## config.mk

```make
export PLATFORM = sky130hd
export DESIGN_NAME = rs_enq_queue
export DESIGN_NICKNAME = d
export VERILOG_FILES = /design/src/rtl/rs_enq_queue.sv
export SDC_FILE = /design/constraint.sdc
export NUM_CORES = 1
export LEC_CHECK = 0
export CORE_MARGIN = 5
export CORE_UTILIZATION = 59
export CTS_CLUSTER_DIAMETER = 50
export DETAILED_ROUTE_END_ITERATION = 8
export PLACE_DENSITY = 0.78
export SLEW_MARGIN = 25
export SYNTH_ARGS = -nofsm -noshare
export SYNTH_HDL_FRONTEND = slang
export SYNTH_SLANG_ARGS = --single-unit
```

## constraint.sdc

```tcl
create_clock -name clock -period 3.9 [get_ports clock]
set_input_delay 0.585 -clock clock [delete_from_list [all_inputs] [get_ports clock]]
set_output_delay 0.585 -clock clock [all_outputs]
set_load 0.01 [all_outputs]
```

## src/rtl/rs_enq_queue.sv

```systemverilog
`default_nettype none
// ============================================================================
// Module      : rs_enq_queue
// Description : Reservation-station enqueue FIFO, 8 entries, two dispatch
//               ports in, one issue port out, flushed by redirect.
//               Optional full-cycle perf counter: define RS_ENQ_QUEUE_PERF_EN.
// Revision    : 1.0 - initial release
// ============================================================================
module rs_enq_queue #(
    parameter int DEPTH     = 8,
    parameter int ENQ_PORTS = 2
) (
    input  logic       clock,
    input  logic       reset,

    input  logic       io_in_0_valid,
    output logic       io_in_0_ready,
    input  logic [3:0] io_in_0_bits_ctrl_fuType,
    input  logic [7:0] io_in_0_bits_robIdx,

    input  logic       io_in_1_valid,
    output logic       io_in_1_ready,
    input  logic [3:0] io_in_1_bits_ctrl_fuType,
    input  logic [7:0] io_in_1_bits_robIdx,

    output logic       io_out_valid,
    input  logic       io_out_ready,
    output logic [3:0] io_out_bits_ctrl_fuType,
    output logic [7:0] io_out_bits_robIdx,

    input  logic       io_redirect_valid,
    output logic [3:0] io_count
`ifdef RS_ENQ_QUEUE_PERF_EN
    ,
    output logic [15:0] io_perf_fullCycles
`endif
);

    localparam int PTR_W = $clog2(DEPTH);
    localparam int NUM_W = $clog2(ENQ_PORTS + 1);
    localparam logic [3:0] READY_LIMIT = 4'(DEPTH - ENQ_PORTS);

    logic [3:0]       fu_type_mem [DEPTH];
    logic [7:0]       rob_idx_mem [DEPTH];

    logic [PTR_W-1:0] head_ptr;
    logic [PTR_W-1:0] tail_ptr;
    logic [3:0]       count;

    logic             in_ready;
    logic             fire_0;
    logic             fire_1;
    logic             deq_fire;
    logic [NUM_W-1:0] enq_num;
    logic [PTR_W-1:0] wr_ptr_1;
    logic [3:0]       count_next;

    // Readiness is judged on registered occupancy only, so both ports can be
    // accepted together without relying on a same-cycle dequeue.
    assign in_ready      = (count <= READY_LIMIT) && !io_redirect_valid;
    assign io_in_0_ready = in_ready;
    assign io_in_1_ready = in_ready;

    assign fire_0   = io_in_0_valid && in_ready;
    assign fire_1   = io_in_1_valid && in_ready;
    assign enq_num  = NUM_W'(fire_0) + NUM_W'(fire_1);
    assign wr_ptr_1 = fire_0 ? (tail_ptr + PTR_W'(1)) : tail_ptr;

    assign io_out_valid            = (count != 4'd0) && !io_redirect_valid;
    assign deq_fire                = io_out_valid && io_out_ready;
    assign io_out_bits_ctrl_fuType = fu_type_mem[head_ptr];
    assign io_out_bits_robIdx      = rob_idx_mem[head_ptr];

    assign count_next = count + 4'(enq_num) - 4'(deq_fire);
    assign io_count   = count;

    always_ff @(posedge clock or posedge reset) begin
        if (reset) begin
            head_ptr <= '0;
            tail_ptr <= '0;
            count    <= '0;
        end else if (io_redirect_valid) begin
            head_ptr <= '0;
            tail_ptr <= '0;
            count    <= '0;
        end else begin
            if (deq_fire) begin
                head_ptr <= head_ptr + PTR_W'(1);
            end
            tail_ptr <= tail_ptr + PTR_W'(enq_num);
            count    <= count_next;
        end
    end

    // Payload is not reset; the reset term only blocks writes while held.
    always_ff @(posedge clock) begin
        if (!reset) begin
            if (fire_0) begin
                fu_type_mem[tail_ptr] <= io_in_0_bits_ctrl_fuType;
                rob_idx_mem[tail_ptr] <= io_in_0_bits_robIdx;
            end
            if (fire_1) begin
                fu_type_mem[wr_ptr_1] <= io_in_1_bits_ctrl_fuType;
                rob_idx_mem[wr_ptr_1] <= io_in_1_bits_robIdx;
            end
        end
    end

`ifdef RS_ENQ_QUEUE_PERF_EN
    logic [15:0] full_cycles;

    always_ff @(posedge clock or posedge reset) begin
        if (reset) begin
            full_cycles <= '0;
        end else if ((count >= 4'(DEPTH - 1)) && (full_cycles != 16'hFFFF)) begin
            full_cycles <= full_cycles + 16'd1;
        end
    end

    assign io_perf_fullCycles = full_cycles;
`endif

endmodule
`default_nettype wire
```

# Yosys cells after proc, flatten, opt, wreduce, memory -nomap -nowiden
# Memory sizes are Yosys's and may differ from the RTL's.
# Cells that the tools add are included.
# Widths: inputs -> output; s select.
# word_totals
elab_cells	31
memories	2
regBits	10
output_inout_bits	19
ramBits	96
# memory_table
memory	depth	width	read_ports	rd_clocked_by_memory_dff	write_ports	line_no	text
rob_idx_mem	8	8	1	0	2	44	logic [7:0] rob_idx_mem [DEPTH];
fu_type_mem	8	4	1	0	2	43	logic [3:0] fu_type_mem [DEPTH];
# classes
n_reduce_logical	8
n_lt_le_gt_ge	1
mux	11
addsub	6
# ops
cell	n
$mux 3	4
$add 3x1->3 const B	2
$mux 1	6
$logic_and 1x1->1	5
$add 4x2->4	1
$le 4x3->1 const B	1
$mux 4	1
$reduce_bool 4->1	1
$sub 4x1->4	1
$add 3x2->3	1
$add 1x1->2	1
$reduce_bool 2->1	1
$logic_not 1->1	1

# Logic depth before layout (Yosys ltp)
# Gate-level depths: netlist of run 1.
# logic_depth
ltp_word	7
depth_mapped	15
ltp_nobuf	14

# Worst setup path after synthesis of run 1
# OpenSTA, ideal clock, no wires.
# synth_timing
kind	register to register
startpoint	register count[3], in the netlist io_count[3]
endpoint	register count[2], in the netlist io_count[2]
setup_ps	131
t_required_ps	3769
period_less_slack_ps	2846
arrival_time_ps	2716
path_buffers	1
slack_ps	1054
path_stages_with_launch	15
path_cell_list	dfrtp_1 -> inv_1 -> ha_1 -> a21bo_2 -> and3b_1 -> buf_6 -> and2_2 -> ha_1 -> inv_1 -> ha_1 -> inv_1 -> ha_1 -> fa_1 -> xnor2_1 -> nor2_1
# synth_via
elab_chain_len	7
# synth_lines
element	line_no	text
from (decl)	48	logic [3:0] count;
from (signal assigned)	91	count <= count_next;
$le 4x3->1 (*)	60	assign in_ready = (count <= READY_LIMIT) && !io_redirect_valid;
$logic_and 1x1->1 (*)	60	
via io_in_0_ready	17	output logic io_in_0_ready,
$logic_and 1x1->1 (on tied branches)	64, 65	
$add 1x1->2 (*)	66	assign enq_num = NUM_W'(fire_0) + NUM_W'(fire_1);
$add 4x2->4 (*)	74	assign count_next = count + 4'(enq_num) - 4'(deq_fire);
$sub 4x1->4 (*)	74	
$mux 4 (*)	82	end else if (io_redirect_valid) begin
# The timed path passes the listed nets; every way through them passes the cells marked *.
# A chain may end at the register's enable or synchronous reset.

# Final worst setup path of run 1
# layout_timing
startpoint	register head_ptr[0]
endpoint	output port io_out_bits_robIdx[7]
# layout_via
elab_chain_len	1
# layout_lines
element	line_no	text
from (decl)	46	logic [PTR_W-1:0] head_ptr;
from (signal assigned)	88	head_ptr <= head_ptr + PTR_W'(1);
$mem_v2 8x8	n/a	
to (decl)	29	output logic [7:0] io_out_bits_robIdx,
# No other way between the ends.

==> metrics.cfg, run 1 <==
[status]
status=finished, final reports clean

[finish]
design_area_sq_mm=0.00677
final_core_util_pct=69.0
fin_nets=469
area_growth_pct=13.6
diodes=0
drive_gt1_share_pct=43.4

[synth]
synthCells=370
async_flop_share_pct=9.43
synth_top_area_share_pct=48.4
syn_avg_cell_area_sq_um=16.1
syn_area_sq_mm=0.00596
ys_types=44
synth_edf_count=96
yosys_warnings=0
synth.area.top_cells=edfxtp_1, mux2_2, mux4_2
yosys.area.top_type=edfxtp_1
yosysSeqAreaShare_pct=52.6
synth_ff_type=edfxtp_1
ys_ff_latch=106
syn_nets=413

[sta]
setup_tns_ns=0
setup_viol=0
finalCriticalPeriod_ns=2.98
rsz0062_at_grt=no
finalWorstSetupSlack_ns=0.916
worst_pin_slew_ns=0.780
hold_viol=0
clock.fmax_ghz=0.335
period_share_pct=76.5
relSlewSlack_pct=48.0
fin_skew_ns=0.0127
drv_slew=0

[routing]
dr.pass1.iters=4
vias=3349
drt_iter0_drc=239
viasPerCell=5.94
drc_errors=0
wl_um=12600
ant_nets=0
wl_per_cell_um=22.3

[global_routing]
grt_pass1_wl_um=20300
grt_max_degree=25
antenna_found_initial=0
grt_overflow_total=0
grtUsageTotal_pct=21.4
grt_pass1_vias=3619

[critical_path]
crit_chain=buf_4 > mux4_2 > mux2_2 > clkdlybuf4s50_1
critPathSlowestCell=mux4_2
crit_family=multiplexers
crit_arrival_ns=2.40
critPathCaptureType=output port
setup.worst_path.class=reg -> out
max_stage_delay_ns=0.55
critPathMaxFanout=18
required_ns=3.31
cp-start-kind=flop
worst-path-buf-inv=2

[clock_tree]
h-tree-depth=3
cts_hold_buffers=0
clk_pin_slew_ns=0.10
cts_resized=0
cts_root_buffer=clkbuf_8
cts_tree=built
ctsLongestPathBuffers=2
cts_sinks=106
post-cts-setup-buffers=0
numCtsBuffers=9
clock_latency_ns=0.37

[floorplan]
initial_core_util_pct=60.7
die_h_um=111
rows=36
coreArea_sq_mm=0.00982
die_area_sq_mm=0.0122
ios=49
die_w_um=111

[power_and_ir_drop]
leakagePower_nw=2.38
vdd_ir_drop_max_uv=274
powerDensity_mw_per_mm2=441

[placed_design]
place_area_sq_mm=0.00660
dp_slack_ns=0.662
hpwl_um=8240
portBuffers=48
gp_congestion=0.816

[job]
cap_violations=0

[hold_path]
hold_path.class=reg -> reg

final timing paths:
check / cells past startpoint / endpoint / slack (ns) / start
worst max-delay path: 4 / io_out_bits_robIdx[7] / 0.92 / head_ptr[0]
worst min-delay path: 2 / head_ptr[1] / 0.56 / head_ptr[1]
worst max register to register: 13 / io_count[2] / 1.05 / io_count[3]
worst min register to register: 2 / head_ptr[1] / 0.56 / head_ptr[1]
max in group asynchronous: 2 / head_ptr[0] / 2.88 / reset
min in group asynchronous: 2 / tail_ptr[0] / 0.72 / reset
flip-flops by register name, indices dropped and copies added (netlist names):
signal / flops
fu_type_mem: 32
head_ptr: 3
io_count: 4
rob_idx_mem: 64
tail_ptr: 3
tightest hold or removal path, stage by stage (launching register included):
cell and delay [ns]:
dfrtp_1 0.39, nand3b_1 0.08, nand2_1 0.06
final cells by class:
cell class,instances,area [sq um]
flip-flops and latches,106,3130
clock buffers,10,128
clock inverters,6,50.0
fillers,714,3050
inverters,15,56.3
well taps,133,166
repair buffers,65,608
multi-input cells,229,2630
metrics by stage:
stage / power [mW] / hold WS, ns / instances
after global placement: 2.37 / 0.532 / 548
after CTS: 3.01 / 0.562 / 564
after detailed placement: 2.40 / 0.539 / 548
after floorplan: 2.03 / 0.433 / 370
after global routing: 3.14 / 0.574 / 564
final: 2.99 / 0.558 / 564
metal layers:
metal	vias up	wire (um)	track usage [%]
met5	-	0	0
met4	0	110	3.53
met3	10	513	4.60
met2	97	6590	37.5
met1	1708	5350	27.9
li1	1534	-	-
cell families after synthesis:
logic type	synth area share (%)
xor gates and xnor gates	1.18
muxes	32.2
DFF	52.6
buffers and inverters	3.53
and+or+nand+nor	5.39
adders and majority gates	2.98
AOI/OAI and AO/OA	2.14
power by group:
part,leakage [nW],total (mW),internal (mW),switching [mW]
Clock,0.0888,0.626,0.241,0.385
Combinational,1.29,1.01,0.549,0.458
Sequential,1.00,1.36,1.30,0.0509
layout by cell type (no fill, tap or decap), drive strengths merged, types with 10 or more instances in the layout:
cell,netlist,layout
mux4,24,24
edfxtp,96,96
clkbuf,4,10
nor2,17,17
nand2,14,14
clkdlybuf4s50,0,48
buf,16,17
mux2,110,110
inv,15,17
ha,11,11
dfrtp,10,10
synthesized netlist by cell type, types with 3 or more instances:
master	count
inv_1	15
clkbuf_1	4
nor2_1	13
nand2_1	10
nand3_1	5
mux2_2	85
edfxtp_1	96
buf_2	3
nor2_2	4
buf_6	9
xnor2_1	4
xor2_1	4
nor2b_1	6
mux4_2	24
mux2_4	25
ha_1	11
dfrtp_1	10
nand2_2	4
(Power assumes the default switching activity.)
==> run 2, diff against run 1 <==
==> constraint.sdc (replaced) <==
create_clock -name clock -period 2.9 [get_ports clock]
set_input_delay 0.435 -clock clock [delete_from_list [all_inputs] [get_ports clock]]
set_output_delay 0.435 -clock clock [all_outputs]
set_load 0.01 [all_outputs]
==> metrics.cfg, run 2 (synthesis gave the netlist of run 1 again) <==
[critical_path]
cp-start-kind=flop
setup.worst_path.class=reg -> out
crit_arrival_ns=2.34
required_ns=2.47
critPathMaxFanout=17
critPathCaptureType=output port

[sta]
drv_slew=0
finalWorstSetupSlack_ns=0.127
setup_tns_ns=0
setup_viol=0
finalCriticalPeriod_ns=2.77
relSlewSlack_pct=69.5
clock.fmax_ghz=0.361
holdWs_ns=0.558
fin_skew_ns=0.0179
hold_viol=0
worst_pin_slew_ns=0.458
period_share_pct=95.6

[finish]
largest_reg_flops=64
final_common_cell=edfxtp_1
fin_nets=478
area_growth_pct=16.4
diodes=0
largest_register=rob_idx_mem
final_cell_mix=edfxtp_1, mux2_2, clkdlybuf4s50_1
fill_cells=700
drive_gt1_share_pct=45.5

[clock_tree]
cts_tree=built
clock_latency_ns=0.37
numCtsBuffers=9
cts_sinks=106
cts_root_buffer=clkbuf_8
clk_pin_slew_ns=0.11
h-tree-depth=3
ctsLongestPathBuffers=2

[power_and_ir_drop]
p_sw_mw=1.24
power_mw=4.14
powerDensity_mw_per_mm2=596
swShare_pct=30.1
comb_power_share_pct=35.2
p_int_mw=2.89
vdd_ir_drop_max_uv=242
seqPwrFrac_pct=44.0
leakagePower_nw=2.44
power.share.clock_pct=20.8

[routing]
drt_iter0_drc=188
wl_per_cell_um=22.1
wl_um=12600
viasPerCell=5.82
dr.pass1.iters=4
ant_nets=0
drc_errors=0
vias=3334

[global_routing]
grt_pass1_vias=3627
grtUsageTotal_pct=21.2
grt_overflow_total=0
grt_max_degree=25
grt_pass1_wl_um=20000
antenna_found_initial=0

[floorplan]
die_w_um=111
die_area_sq_mm=0.0122
rows=36
initial_core_util_pct=60.7
ios=49
coreArea_sq_mm=0.00982
die_h_um=111

[status]
status=finished, final reports clean

[hold_path]
hold_path.class=in -> async

[placed_design]
portBuffers=48
gp_congestion=0.783
hpwl_um=8150
dp_slack_ns=-0.0274

[job]
cap_violations=0

[run 2: area by class of cell]
cell class	instances	area (sq um)	share of cell area, %
Clock buffer	10	128	1.84
Inverter	15	56.3	0.811
Multi-Input combinational cell	229	2660	38.3
Timing Repair Buffer	74	751	10.8
Tap cell	133	166	2.40
Clock inverter	6	48.8	0.703
Sequential cell	106	3130	45.2
[run 2: repair_timing]
item	CTS	global route
hold buffers	0	0
pin swaps	0	2
resized for setup	1	5
setup buffers	0	3
setup endpoints to repair	6	4
[run 2: final timing paths]
check / startpoint / endpoint / slack, ns / depth (start not counted)
worst max-delay path: head_ptr[0] / io_out_bits_ctrl_fuType[0] / 0.13 / 4
worst min register to register: head_ptr[1] / head_ptr[1] / 0.61 / 2
min in group clock: head_ptr[1] / head_ptr[1] / 0.61 / 2
worst max register to register: io_count[3] / io_count[1] / 0.14 / 12
max in group asynchronous: reset / head_ptr[0] / 2.18 / 3
worst min-delay path: reset / tail_ptr[1] / 0.56 / 3
[run 2: metrics by stage]
step	cells	utilization [%]	instance area, sq um
2_1_floorplan	370	-	5960
6_report	573	70.7	6940
3_3_place_gp	554	68.4	6720
5_1_grt	573	70.7	6940
3_5_place_dp	554	68.4	6720
4_1_cts	570	70.2	6890
[run 2: power groups by stage]
stage,Combinational (mW),Sequential [mW],Clock (mW)
5_1_grt,1.58,1.83,0.938
3_3_place_gp,1.39,1.85,0
6_report,1.46,1.82,0.862
3_5_place_dp,1.42,1.85,0
2_1_floorplan,0.899,1.83,0
4_1_cts,1.42,1.82,0.868
[run 2: worst max-delay path, stage by stage, from the launching register on]
cell and delay [ns]:
dfrtp_2 0.43, buf_12 0.20, mux4_2 0.54, mux2_2 0.30, clkdlybuf4s50_1 0.48
[run 2: layer usage]
| metal | GRT usage [%] | part of all wire, % | wire length, um |
|---|---|---|---|
| met4 | 5.25 | 0.91 | 115 |
| met5 | 0 | 0 | 0 |
| met1 | 29.5 | 45 | 5740 |
| met3 | 2.84 | 3.6 | 456 |
| met2 | 35.5 | 50 | 6340 |
==> run 3, diff against run 2 <==
--- a/config.mk
+++ b/config.mk
@@ -6,10 +6,10 @@
 export NUM_CORES = 1
 export LEC_CHECK = 0
 export CORE_MARGIN = 5
-export CORE_UTILIZATION = 59
+export CORE_UTILIZATION = 35
 export CTS_CLUSTER_DIAMETER = 50
 export DETAILED_ROUTE_END_ITERATION = 8
-export PLACE_DENSITY = 0.78
+export PLACE_DENSITY = 0.5
 export SLEW_MARGIN = 25
 export SYNTH_ARGS = -nofsm -noshare
 export SYNTH_HDL_FRONTEND = slang
==> metrics.cfg, run 3 (synthesis gave the netlist of run 1 again) <==
[routing]
drt_iter0_drc=235
drc_errors=0
wl_um=14600
viasPerCell=5.14
dr.pass1.iters=4
wl_per_cell_um=22.1
vias=3405
ant_nets=0

[finish]
drive_gt1_share_pct=45.9
final_core_util_pct=43.2
area_growth_pct=20.7
largest_reg_flops=64
stdcell_count=662
final_common_cell=edfxtp_1
fin_nets=480
largest_register=rob_idx_mem
final_cell_mix=edfxtp_1, mux2_2, clkdlybuf4s50_1
diodes=0

[global_routing]
grt_overflow_total=0
grtUsageTotal_pct=15.2
grt_pass1_wl_um=22200
antenna_found_initial=0
grt_pass1_vias=3557
grt_max_degree=28

[floorplan]
die_area_sq_mm=0.0197
ios=49
coreArea_sq_mm=0.0166
die_w_um=141
rows=47
initial_core_util_pct=35.8
die_h_um=141

[clock_tree]
cts_hold_buffers=0
h-tree-depth=3
clk_pin_slew_ns=0.07
numCtsBuffers=9
cts_sinks=106
clock_latency_ns=0.35
cts_tree=built
cts_root_buffer=clkbuf_16
ctsLongestPathBuffers=2

[sta]
setup_viol=0
fin_skew_ns=0.00899
finalWorstSetupSlack_ns=0.117
worst_pin_slew_ns=0.504
setup_tns_ns=0
clock.fmax_ghz=0.359
period_share_pct=96.0
relSlewSlack_pct=66.4
finalCriticalPeriod_ns=2.78
holdWs_ns=0.597
hold_viol=0
drv_slew=0

[placed_design]
gp_congestion=0.749
placed_cells=646
portBuffers=48
dp_slack_ns=-0.00135
hpwl_um=9040

[critical_path]
reg2reg_depth=12
critPathMaxFanout=3
crit_path_start=io_count[3]
cp-start-kind=flop
setup.worst_path.class=reg -> reg
required_ns=3.18
critPathCaptureType=flop
reg2reg_from=io_count[3]
crit_arrival_ns=3.06

[status]
status=finished, final reports clean

[job]
cap_violations=0

[power_and_ir_drop]
vdd_ir_drop_max_uv=310
powerDensity_mw_per_mm2=632
leakagePower_nw=2.51

[hold_path]
hold_path.class=in -> async

run 3: changes by cell type in the layout (fill, tap and decap cells not counted), sizes merged:
cell      before  now
buf           26   28
clkinv         2    0
bufinv         0    1
clkinvlp       1    2
run 3: cell type report:
type	count	area, sq um
Clock buffer	10	229
Inverter	15	56.3
Multi-Input combinational cell	229	2650
Timing Repair Buffer	76	778
Tap cell	220	275
Clock inverter	6	71.3
Fill cell	1463	9450
Sequential cell	106	3130
run 3: critical path, cell delays in order, from the launching register on:
cell and delay (ns):
dfrtp_1 0.36, inv_1 0.06, ha_1 0.20, a21bo_2 0.25
and3b_1 0.18, and2_2 0.19, ha_1 0.29, inv_1 0.05
ha_1 0.26, inv_1 0.04, ha_1 0.20, fa_2 0.52
nor2b_1 0.12
run 3: through the flow:
step	power [mW]	area, sq um
final	4.55	7200
after global routing	4.78	7200
after CTS	4.57	7180
after detailed placement	3.29	6880
after global placement	3.27	6880
after floorplan	2.73	5960
run 3: worst paths after layout:
path / end / slack [ns]
min in group clock: head_ptr[1] / 0.73
max in group asynchronous: head_ptr[0] / 2.14
worst min-delay path: tail_ptr[0] / 0.60
worst max-delay path: io_count[1] / 0.12
worst max register to register: io_count[1] / 0.12
worst min register to register: head_ptr[1] / 0.77
run 3: report_power, final:
part	total [mW]	internal [mW]	switching [mW]
clock	1.27	0.681	0.590
combinational	1.46	0.800	0.663
sequential	1.81	1.76	0.0550
total	4.55	3.24	1.31
run 3: timing repair:
action	CTS	global route
buffers inserted	0	0
setup endpoints to repair	0	2
resized for setup	0	4
run 3: routing by layer:
metal	up-vias	part of all wire, %	GRT usage (%)
met5	-	0	0
met1	1759	47	21.4
met4	0	1.5	4.59
met2	70	48	23.8
li1	1564	-	-
met3	12	3.7	2.79
